--- src/rtl/mc_pkg.sv ---
// Shared constants and types for the multicycle control unit: FSM states,
// opcode/funct encodings, ALU F codes and the packed control word.
package mc_pkg;

  typedef enum logic [3:0] {
    S_FETCH,
    S_DECODE,
    S_MEMADR,
    S_MEMRD,
    S_MEMWB,
    S_MEMWR,
    S_EXECUTE,
    S_ALUWB,
    S_BRANCH,
    S_ADDIEXEC,
    S_ADDIWB,
    S_JUMP
  } state_t;

  typedef enum logic [1:0] {
    ALUOP_ADD   = 2'b00,
    ALUOP_SUB   = 2'b01,
    ALUOP_FUNCT = 2'b10
  } aluop_t;

  localparam logic [5:0] OP_RTYPE = 6'b000000;
  localparam logic [5:0] OP_LW    = 6'b100011;
  localparam logic [5:0] OP_SW    = 6'b101011;
  localparam logic [5:0] OP_BEQ   = 6'b000100;
  localparam logic [5:0] OP_ADDI  = 6'b001000;
  localparam logic [5:0] OP_J     = 6'b000010;

  localparam logic [5:0] FUNCT_ADD = 6'b100000;
  localparam logic [5:0] FUNCT_SUB = 6'b100010;
  localparam logic [5:0] FUNCT_AND = 6'b100100;
  localparam logic [5:0] FUNCT_OR  = 6'b100101;
  localparam logic [5:0] FUNCT_SLT = 6'b101010;

  localparam logic [2:0] ALU_ADD = 3'b010;
  localparam logic [2:0] ALU_SUB = 3'b110;
  localparam logic [2:0] ALU_AND = 3'b000;
  localparam logic [2:0] ALU_OR  = 3'b001;
  localparam logic [2:0] ALU_SLT = 3'b111;

  // Everything a state asserts, before the ALU code and pcen are resolved.
  typedef struct packed {
    logic       iord;
    logic       memwrite;
    logic       irwrite;
    logic       regdst;
    logic       memtoreg;
    logic       regwrite;
    logic       alusrca;
    logic [1:0] alusrcb;
    logic [1:0] pcsrc;
    logic       pcwrite;
    logic       branch;
    logic       instr_done;
    aluop_t     aluop;
  } ctrl_t;

endpackage

--- src/rtl/mc_controller_if.sv ---
// Control bus between the multicycle controller (master) and the datapath
// (slave): instruction fields and zero flag in, enables and selects out.
interface mc_controller_if;

  logic [5:0] op;
  logic [5:0] funct;
  logic       zero;
  logic       iord;
  logic       memwrite;
  logic       irwrite;
  logic       regdst;
  logic       memtoreg;
  logic       regwrite;
  logic       alusrca;
  logic [1:0] alusrcb;
  logic [2:0] alucontrol;
  logic [1:0] pcsrc;
  logic       pcen;
  logic       instr_done;

  modport master (
    input  op, funct, zero,
    output iord, memwrite, irwrite, regdst, memtoreg, regwrite,
    output alusrca, alusrcb, alucontrol, pcsrc, pcen, instr_done
  );

  modport slave (
    output op, funct, zero,
    input  iord, memwrite, irwrite, regdst, memtoreg, regwrite,
    input  alusrca, alusrcb, alucontrol, pcsrc, pcen, instr_done
  );

endinterface

--- src/rtl/alu_decoder.sv ---
// Maps the controller's aluop plus the R-type funct field onto the ALU F code.
module alu_decoder
  import mc_pkg::*;
(
  input  aluop_t     aluop,
  input  logic [5:0] funct,
  output logic [2:0] alucontrol
);

  always_comb begin
    alucontrol = ALU_ADD;
    case (aluop)
      ALUOP_ADD: alucontrol = ALU_ADD;
      ALUOP_SUB: alucontrol = ALU_SUB;
      ALUOP_FUNCT: begin
        // Unrecognised funct codes fall back to ADD rather than trapping.
        case (funct)
          FUNCT_ADD: alucontrol = ALU_ADD;
          FUNCT_SUB: alucontrol = ALU_SUB;
          FUNCT_AND: alucontrol = ALU_AND;
          FUNCT_OR:  alucontrol = ALU_OR;
          FUNCT_SLT: alucontrol = ALU_SLT;
          default:   alucontrol = ALU_ADD;
        endcase
      end
      default: alucontrol = ALU_ADD;
    endcase
  end

endmodule

--- src/rtl/mc_controller.sv ---
// Moore control FSM for the multicycle datapath: one state register, with all
// enables and selects decoded combinationally from the current state.
module mc_controller
  import mc_pkg::*;
(
  input  logic          clk,
  input  logic          rst_n,
  mc_controller_if.master bus
);

  state_t     state_reg;
  ctrl_t      ctrl;
  logic [2:0] alucontrol;

  always_ff @(posedge clk or negedge rst_n) begin
    if (!rst_n) begin
      state_reg <= S_FETCH;
    end else begin
      case (state_reg)
        S_FETCH: state_reg <= S_DECODE;
        S_DECODE: begin
          case (bus.op)
            OP_LW, OP_SW: state_reg <= S_MEMADR;
            OP_RTYPE:     state_reg <= S_EXECUTE;
            OP_BEQ:       state_reg <= S_BRANCH;
            OP_ADDI:      state_reg <= S_ADDIEXEC;
            OP_J:         state_reg <= S_JUMP;
            default:      state_reg <= S_FETCH;
          endcase
        end
        S_MEMADR:   state_reg <= (bus.op == OP_LW) ? S_MEMRD : S_MEMWR;
        S_MEMRD:    state_reg <= S_MEMWB;
        S_EXECUTE:  state_reg <= S_ALUWB;
        S_ADDIEXEC: state_reg <= S_ADDIWB;
        default:    state_reg <= S_FETCH;
      endcase
    end
  end

  always_comb begin
    ctrl       = '0;
    ctrl.aluop = ALUOP_ADD;
    case (state_reg)
      S_FETCH: begin
        ctrl.irwrite = 1'b1;
        ctrl.alusrcb = 2'b01;
        ctrl.pcwrite = 1'b1;
      end
      S_DECODE: ctrl.alusrcb = 2'b11;
      S_MEMADR: begin
        ctrl.alusrca = 1'b1;
        ctrl.alusrcb = 2'b10;
      end
      S_MEMRD: ctrl.iord = 1'b1;
      S_MEMWB: begin
        ctrl.regwrite   = 1'b1;
        ctrl.memtoreg   = 1'b1;
        ctrl.instr_done = 1'b1;
      end
      S_MEMWR: begin
        ctrl.iord       = 1'b1;
        ctrl.memwrite   = 1'b1;
        ctrl.instr_done = 1'b1;
      end
      S_EXECUTE: begin
        ctrl.alusrca = 1'b1;
        ctrl.aluop   = ALUOP_FUNCT;
      end
      S_ALUWB: begin
        ctrl.regdst     = 1'b1;
        ctrl.regwrite   = 1'b1;
        ctrl.instr_done = 1'b1;
      end
      S_BRANCH: begin
        ctrl.alusrca    = 1'b1;
        ctrl.aluop      = ALUOP_SUB;
        ctrl.pcsrc      = 2'b01;
        ctrl.branch     = 1'b1;
        ctrl.instr_done = 1'b1;
      end
      S_ADDIEXEC: begin
        ctrl.alusrca = 1'b1;
        ctrl.alusrcb = 2'b10;
      end
      S_ADDIWB: begin
        ctrl.regwrite   = 1'b1;
        ctrl.instr_done = 1'b1;
      end
      S_JUMP: begin
        ctrl.pcsrc      = 2'b10;
        ctrl.pcwrite    = 1'b1;
        ctrl.instr_done = 1'b1;
      end
      default: ctrl = '0;
    endcase
  end

  alu_decoder u_alu_decoder (
    .aluop      (ctrl.aluop),
    .funct      (bus.funct),
    .alucontrol (alucontrol)
  );

  assign bus.iord       = ctrl.iord;
  assign bus.memwrite   = ctrl.memwrite;
  assign bus.irwrite    = ctrl.irwrite;
  assign bus.regdst     = ctrl.regdst;
  assign bus.memtoreg   = ctrl.memtoreg;
  assign bus.regwrite   = ctrl.regwrite;
  assign bus.alusrca    = ctrl.alusrca;
  assign bus.alusrcb    = ctrl.alusrcb;
  assign bus.alucontrol = alucontrol;
  assign bus.pcsrc      = ctrl.pcsrc;
  // Branch resolution: the PC loads in BRANCH only when the ALU saw A == B.
  assign bus.pcen       = ctrl.pcwrite | (ctrl.branch & bus.zero);
  assign bus.instr_done = ctrl.instr_done;

endmodule
--- src/flat_wrapper.sv ---
// flat-port wrapper written by rule: the top's interface ports become plain ports
module mc_controller_flat import mc_pkg::*;
  (clk, rst_n, bus_op, bus_funct, bus_zero, bus_iord, bus_memwrite, bus_irwrite, bus_regdst, bus_memtoreg, bus_regwrite, bus_alusrca, bus_alusrcb, bus_alucontrol, bus_pcsrc, bus_pcen, bus_instr_done);
  mc_controller_if bus_i ();
  input  logic clk;
  input  logic rst_n;
  input wire logic [$bits(bus_i.op)-1:0] bus_op;
  input wire logic [$bits(bus_i.funct)-1:0] bus_funct;
  input wire logic [$bits(bus_i.zero)-1:0] bus_zero;
  output wire logic [$bits(bus_i.iord)-1:0] bus_iord;
  output wire logic [$bits(bus_i.memwrite)-1:0] bus_memwrite;
  output wire logic [$bits(bus_i.irwrite)-1:0] bus_irwrite;
  output wire logic [$bits(bus_i.regdst)-1:0] bus_regdst;
  output wire logic [$bits(bus_i.memtoreg)-1:0] bus_memtoreg;
  output wire logic [$bits(bus_i.regwrite)-1:0] bus_regwrite;
  output wire logic [$bits(bus_i.alusrca)-1:0] bus_alusrca;
  output wire logic [$bits(bus_i.alusrcb)-1:0] bus_alusrcb;
  output wire logic [$bits(bus_i.alucontrol)-1:0] bus_alucontrol;
  output wire logic [$bits(bus_i.pcsrc)-1:0] bus_pcsrc;
  output wire logic [$bits(bus_i.pcen)-1:0] bus_pcen;
  output wire logic [$bits(bus_i.instr_done)-1:0] bus_instr_done;
  assign bus_i.op = bus_op;
  assign bus_i.funct = bus_funct;
  assign bus_i.zero = bus_zero;
  assign bus_iord = bus_i.iord;
  assign bus_memwrite = bus_i.memwrite;
  assign bus_irwrite = bus_i.irwrite;
  assign bus_regdst = bus_i.regdst;
  assign bus_memtoreg = bus_i.memtoreg;
  assign bus_regwrite = bus_i.regwrite;
  assign bus_alusrca = bus_i.alusrca;
  assign bus_alusrcb = bus_i.alusrcb;
  assign bus_alucontrol = bus_i.alucontrol;
  assign bus_pcsrc = bus_i.pcsrc;
  assign bus_pcen = bus_i.pcen;
  assign bus_instr_done = bus_i.instr_done;
  mc_controller u_core (.clk(clk), .rst_n(rst_n), .bus(bus_i));
endmodule
--- config.mk ---
export PLATFORM = sky130hd
export DESIGN_NAME = mc_controller_flat
export DESIGN_NICKNAME = d
export VERILOG_FILES = /design/src/rtl/mc_pkg.sv /design/src/rtl/mc_controller_if.sv /design/src/rtl/alu_decoder.sv /design/src/rtl/mc_controller.sv /design/src/flat_wrapper.sv
export SDC_FILE = /design/constraint.sdc
export NUM_CORES = 1
export LEC_CHECK = 0
export ABC_AREA = 1
export BUFFER_PORTS_ARGS = -buffer_cell sky130_fd_sc_hd__buf_2
export CORE_UTILIZATION = 35
export CTS_BUF_LIST = sky130_fd_sc_hd__clkbuf_16
export DETAILED_ROUTE_END_ITERATION = 10
export PLACE_DENSITY = 0.67
export RECOVER_POWER = 100
export SYNTH_ARGS = -nofsm -noshare
export SYNTH_HDL_FRONTEND = slang
export SYNTH_SLANG_ARGS = --single-unit
--- constraint.sdc ---
create_clock -name clk -period 1.4 [get_ports clk]
set_input_delay 0.21 -clock clk [delete_from_list [all_inputs] [get_ports clk]]
set_output_delay 0.21 -clock clk [all_outputs]
set_load 0.01 [all_outputs]
# ---- Word level (Yosys, flattened, before mapping)
# Cells that the tools add are included.
dict set report totals {
  memories 0
  ff_bits 4
  input_bits 15
  mem_bits_rw 0
  latch_bits 0
  mem_bits_ro 0
  out_inout_bits 16
}
dict set report op_classes {
  n_lt_le_gt_ge 0
  multipliers 0
  n_bitwise 2
  muxes 18
  shift 0
  eq_ne 22
  n_reduce_logical 9
  n_addsub 0
  div 0
}
# operator n
set ops {}
lappend ops {{== test 6 bit, second input constant} 6}
lappend ops {{case mux 4 bit (6 select lines)} 1}
lappend ops {{case mux 4 bit (5 select lines)} 1}
lappend ops {{== test 4 x 3 -> 1 bit, second input constant} 4}
lappend ops {{== test 4 bit, second input constant} 4}
lappend ops {{case mux 3 bit (4 select lines)} 1}
lappend ops {{2-to-1 mux 1 bit} 10}
lappend ops {{== test 4 x 2 -> 1 bit, second input constant} 2}
lappend ops {{case mux 2 bit (2 select lines)} 2}
lappend ops {{OR reduction 2 bit} 4}
lappend ops {{== test 6 x 2 -> 1 bit, second input constant} 1}
lappend ops {{== test 6 x 3 -> 1 bit, second input constant} 1}
lappend ops {{== test 6 x 4 -> 1 bit, second input constant} 1}
lappend ops {{zero test 6 bit} 1}
lappend ops {{case mux 2 bit (3 select lines)} 1}
lappend ops {{case mux 3 bit (2 select lines)} 1}
lappend ops {{OR reduction 6 bit} 1}
lappend ops {{== test 4 x 1 -> 1 bit, second input constant} 1}
lappend ops {{zero test 4 bit} 1}
lappend ops {{OR reduction 4 bit} 1}
lappend ops {{2-to-1 mux 3 bit} 1}
lappend ops {{OR reduction 3 bit} 1}
lappend ops {{== test 2 x 1 -> 1 bit, second input constant} 1}
lappend ops {{== test 2 bit, second input constant} 1}
lappend ops {{2 further kinds} 2}

# ---- Longest topological paths before layout
dict set report logic_depth {
  depth_word 4
  ltp_mapped 8
  ltp_nobuf 8
}

# ---- Cells and area by module
# From an unflattened synthesis, not the netlist that was laid out.
dict set report hier_totals {
  cells_unflattened 126
  area_unflattened_um2 676.9
}
# mod cells_each n_inst area_per_inst_um2
set modules_own_cells {}
lappend modules_own_cells {mc_controller 89 1 503.0}
lappend modules_own_cells {alu_decoder 37 1 173.9}

# ---- Least setup slack after synthesis
# No wires, ideal clock.
dict set report synth_path {
  path_kind {register -> output}
  start {register u_core.state_reg[0]}
  end {output port bus_alucontrol[2]}
  stages_incl_launch_ff 7
  arrival_time_ns 1.388
  slack_ns -0.198
  t_required_ns 1.190
  n_path_buf 0
  cell_sequence {dfrtp_1 > nor2_1 > inv_2 > nor2_4 > inv_1 > ha_1 > a21oi_1}
}
dict set report synth_via {
  elab_chain_cells 4
  word_cells_on_any_way 6
  cone_classes {eq/ne (4); mux (2)}
}
# element line_no
set synth_rtl {}
lappend synth_rtl {{start: declaration} mc_controller.sv:11} ;# state_t state_reg;
lappend synth_rtl {{start signal: assignment} mc_controller.sv:31} ;# S_MEMADR: state_reg <= (bus.op == OP_LW) ? S_MEMRD : S_MEMWR;
lappend synth_rtl {{== test 4 bit or == test 4 x 3 -> 1 bit (tied branches)} mc_controller.sv:43} ;# case (state_reg)
lappend synth_rtl {{case mux 2 bit (2 select lines) *} mc_controller.sv:43}
lappend synth_rtl {{== test 2 bit or == test 2 x 1 -> 1 bit (tied branches)} alu_decoder.sv:12} ;# case (aluop)
lappend synth_rtl {{case mux 3 bit (2 select lines) *} alu_decoder.sv:12}
lappend synth_rtl {{end: declaration} flat_wrapper.sv:18} ;# output wire logic [$bits(bus_i.alucontrol)-1:0] bus_alucontrol;
# Mark *: on every way between the ends. The rest lies on a longest branch, timed or not.

# ---- Final worst setup path
dict set report layout_path {
  start {register u_core.state_reg[1]}
  end {output port bus_alucontrol[1]}
}
# The elaborated chain is that of the path after synthesis.

==> metrics.cfg <==
[cells_and_area]
largest_register_ffs = 4
final_common_cell = buf_2
layoutNonFillerInstCount = 171
area_growth_pct = 102.6
mostFrequentLayoutCells = 25 x buf_2, 18 x nand2_1, 14 x buf_6
fin_nets = 173
final_layout_size_suffix_gt1_frac = 0.6194
post-route-cell-area_sq_mm = 0.001174
antenna_cells = 0

[status]
failed_checks = setup timing
outcome = finished, violations left

[placement]
gp_congestion = 0.7632
io_buffers = 30
placed_area_sq_um = 859.6
dp_slack_ns = -0.1235
dpl.cell_count = 157
place_hpwl_um = 1401

[clocking]
cts_num_sinks = 4
tritoncts = yes
htree_levels = 1
cts_buffers = 3
cts-root-buf = clkbuf_16
clk_pin_slew_ns = 0.03
cts_buffer_depth = 2
clk_latency_ns = 0.23

[pwr]
peakVddDrop_v = 0.001290
power.density_mw_per_mm2 = 1441
finalPower_mw = 1.691
p_leak_nw = 0.6237

[sta]
post-route-period-util = 1.261
hold_viol = 0
worstMarginPinSlew_ns = 0.3251
fin_crit_ns = 1.765
setup_slack_ns = -0.3653
report.final.setup_viol = 14
rsz0062_at_grt = yes
max-slew-margin-rel = 0.7825
slew_viol_final = 0
skew_ns = 0.004278
fmax_mhz = 566.5

[grt]
use_met3 = 0.05106
grt_overflow_total = 0
grt_pass1_wl_um = 3367
globalRouteTotalUtil = 0.2507
gr-usage-met2 = 0.4455
antenna_found_initial = 0
busiest_layer = met2
grt_pass1_vias = 839
grt_max_degree = 6
grt_use_met1 = 0.2565

[drt]
ant_nets = 0
vias = 874
routed_wl_um = 2281
wl_per_cell_um = 13.34
drt_iter0_drc = 14
routed_via_density = 5.111
dr.pass1.iters = 4
drc_errors = 0

[critical_path]
cp_data_arrival_time_ns = 1.56
cp-start-kind = flop
crit_type = reg -> out
cp-end-kind = output pin
crit_required_ns = 1.19
crit_fanout = 4

[die]
rows = 14
die_area_sq_mm = 0.001822
io-pin-count = 31
start_util = 0.3801
fp.dieW_um = 42.69
coreArea_sq_mm = 0.001524
dieHeight_um = 42.69

[synthesis]
syn_nets = 116
avgSynthCellArea_sq_um = 5.852
synth_area_sq_um = 579.3
ys_warn_count = 0
synth_area_leaders = dfrtp_1 17%, nand2_1 16%, nor2_4 12%
postSynthCellCount = 99
yosysUniqueCellTypes = 17
yosysSeqAreaShare = 0.1728
ys_ff_latch = 4
synth_top_area_cell = dfrtp_1
synth_top_area_frac = 0.1728

[worst_hold_path]
hp-class = in -> async

[job]
cap_viol_max_count = 0

layer usage:
layer | wire, um | part of all wire
met5 | 0 | 0
met1 | 873 | 0.38
met4 | 87 | 0.038
met3 | 110 | 0.048
met2 | 1210 | 0.53
cell families (layout without fill, tap and decap cells):
| family | Yosys count | after routing | share of synthesized area |
|---|---|---|---|
| buffers and inverters | 23 | 79 | 0.1490 |
| AOI/OAI and AO/OA | 7 | 7 | 0.06912 |
| DFF | 4 | 4 | 0.1728 |
| and+or+nand+nor | 63 | 63 | 0.5659 |
| adders and majority gates | 2 | 2 | 0.04319 |
power breakdown:
part           internal, mW  leakage, nW  switching, mW
clock network         0.370       0.0423         0.0924
registers             0.148       0.0490         0.0537
logic                 0.489        0.532          0.538
synthesized netlist by cell type:
library cell and n:
a21oi_1 1, dfrtp_1 4, ha_1 2, inv_1 15, inv_2 8, nand2_1 24, nand2_4 2, nand3_1 9
nand3b_1 1, nand4_1 3, nor2_1 14, nor2_2 3, nor2_4 6, nor3_1 1, o21ai_0 4, o21ai_2 1
o22ai_1 1
stage by stage:
step	util	setup TNS (ns)	hold WS (ns)
floorplan	-	-0.02863	-0.08559
global placement	0.5640	-0.1513	0.01779
detailed placement	0.5640	-0.2916	0.02412
CTS	0.7085	-2.325	0.3124
global route	0.7701	-3.444	0.3918
finish	0.7701	-2.622	0.3622
worst paths after layout:
path,cells past startpoint,slack (ns),end,start
max reg2reg,7,0.12,u_core.state_reg[2],u_core.state_reg[2]
max,8,-0.37,bus_alucontrol[1],u_core.state_reg[1]
min reg2reg,4,0.79,u_core.state_reg[0],u_core.state_reg[3]
min,2,0.36,u_core.state_reg[0],rst_n
max in group asynchronous,2,0.81,u_core.state_reg[2],rst_n
min in group clk,6,0.37,u_core.state_reg[1],bus_op[2]
what timing repair did:
item	CTS	global route
hold buffers	1	0
endpoints found under the hold margin	4	0
pin swaps	6	8
resized for setup	28	23
setup endpoints to repair	15	16
setup buffers	8	5
cell type report:
class                           count  area, sq um
Multi-Input combinational cell     72        490.5
Timing Repair Buffer               52        379.1
Fill cell                         106        350.3
Sequential cell                     4        103.9
Inverter                           23        101.3
Clock buffer                        3        75.07
Tap cell                           16        20.02
Clock inverter                      1        3.754
critical path: stages, from the launching register on:
cell and delay, ns:
dfrtp_2 0.44, nor2_4 0.15, inv_2 0.07, nor2_4 0.13, inv_2 0.06, ha_4 0.21, nor2_1 0.08, nand2_1 0.05
buf_2 0.13
Note: power is estimated with default switching activity, not from simulation.
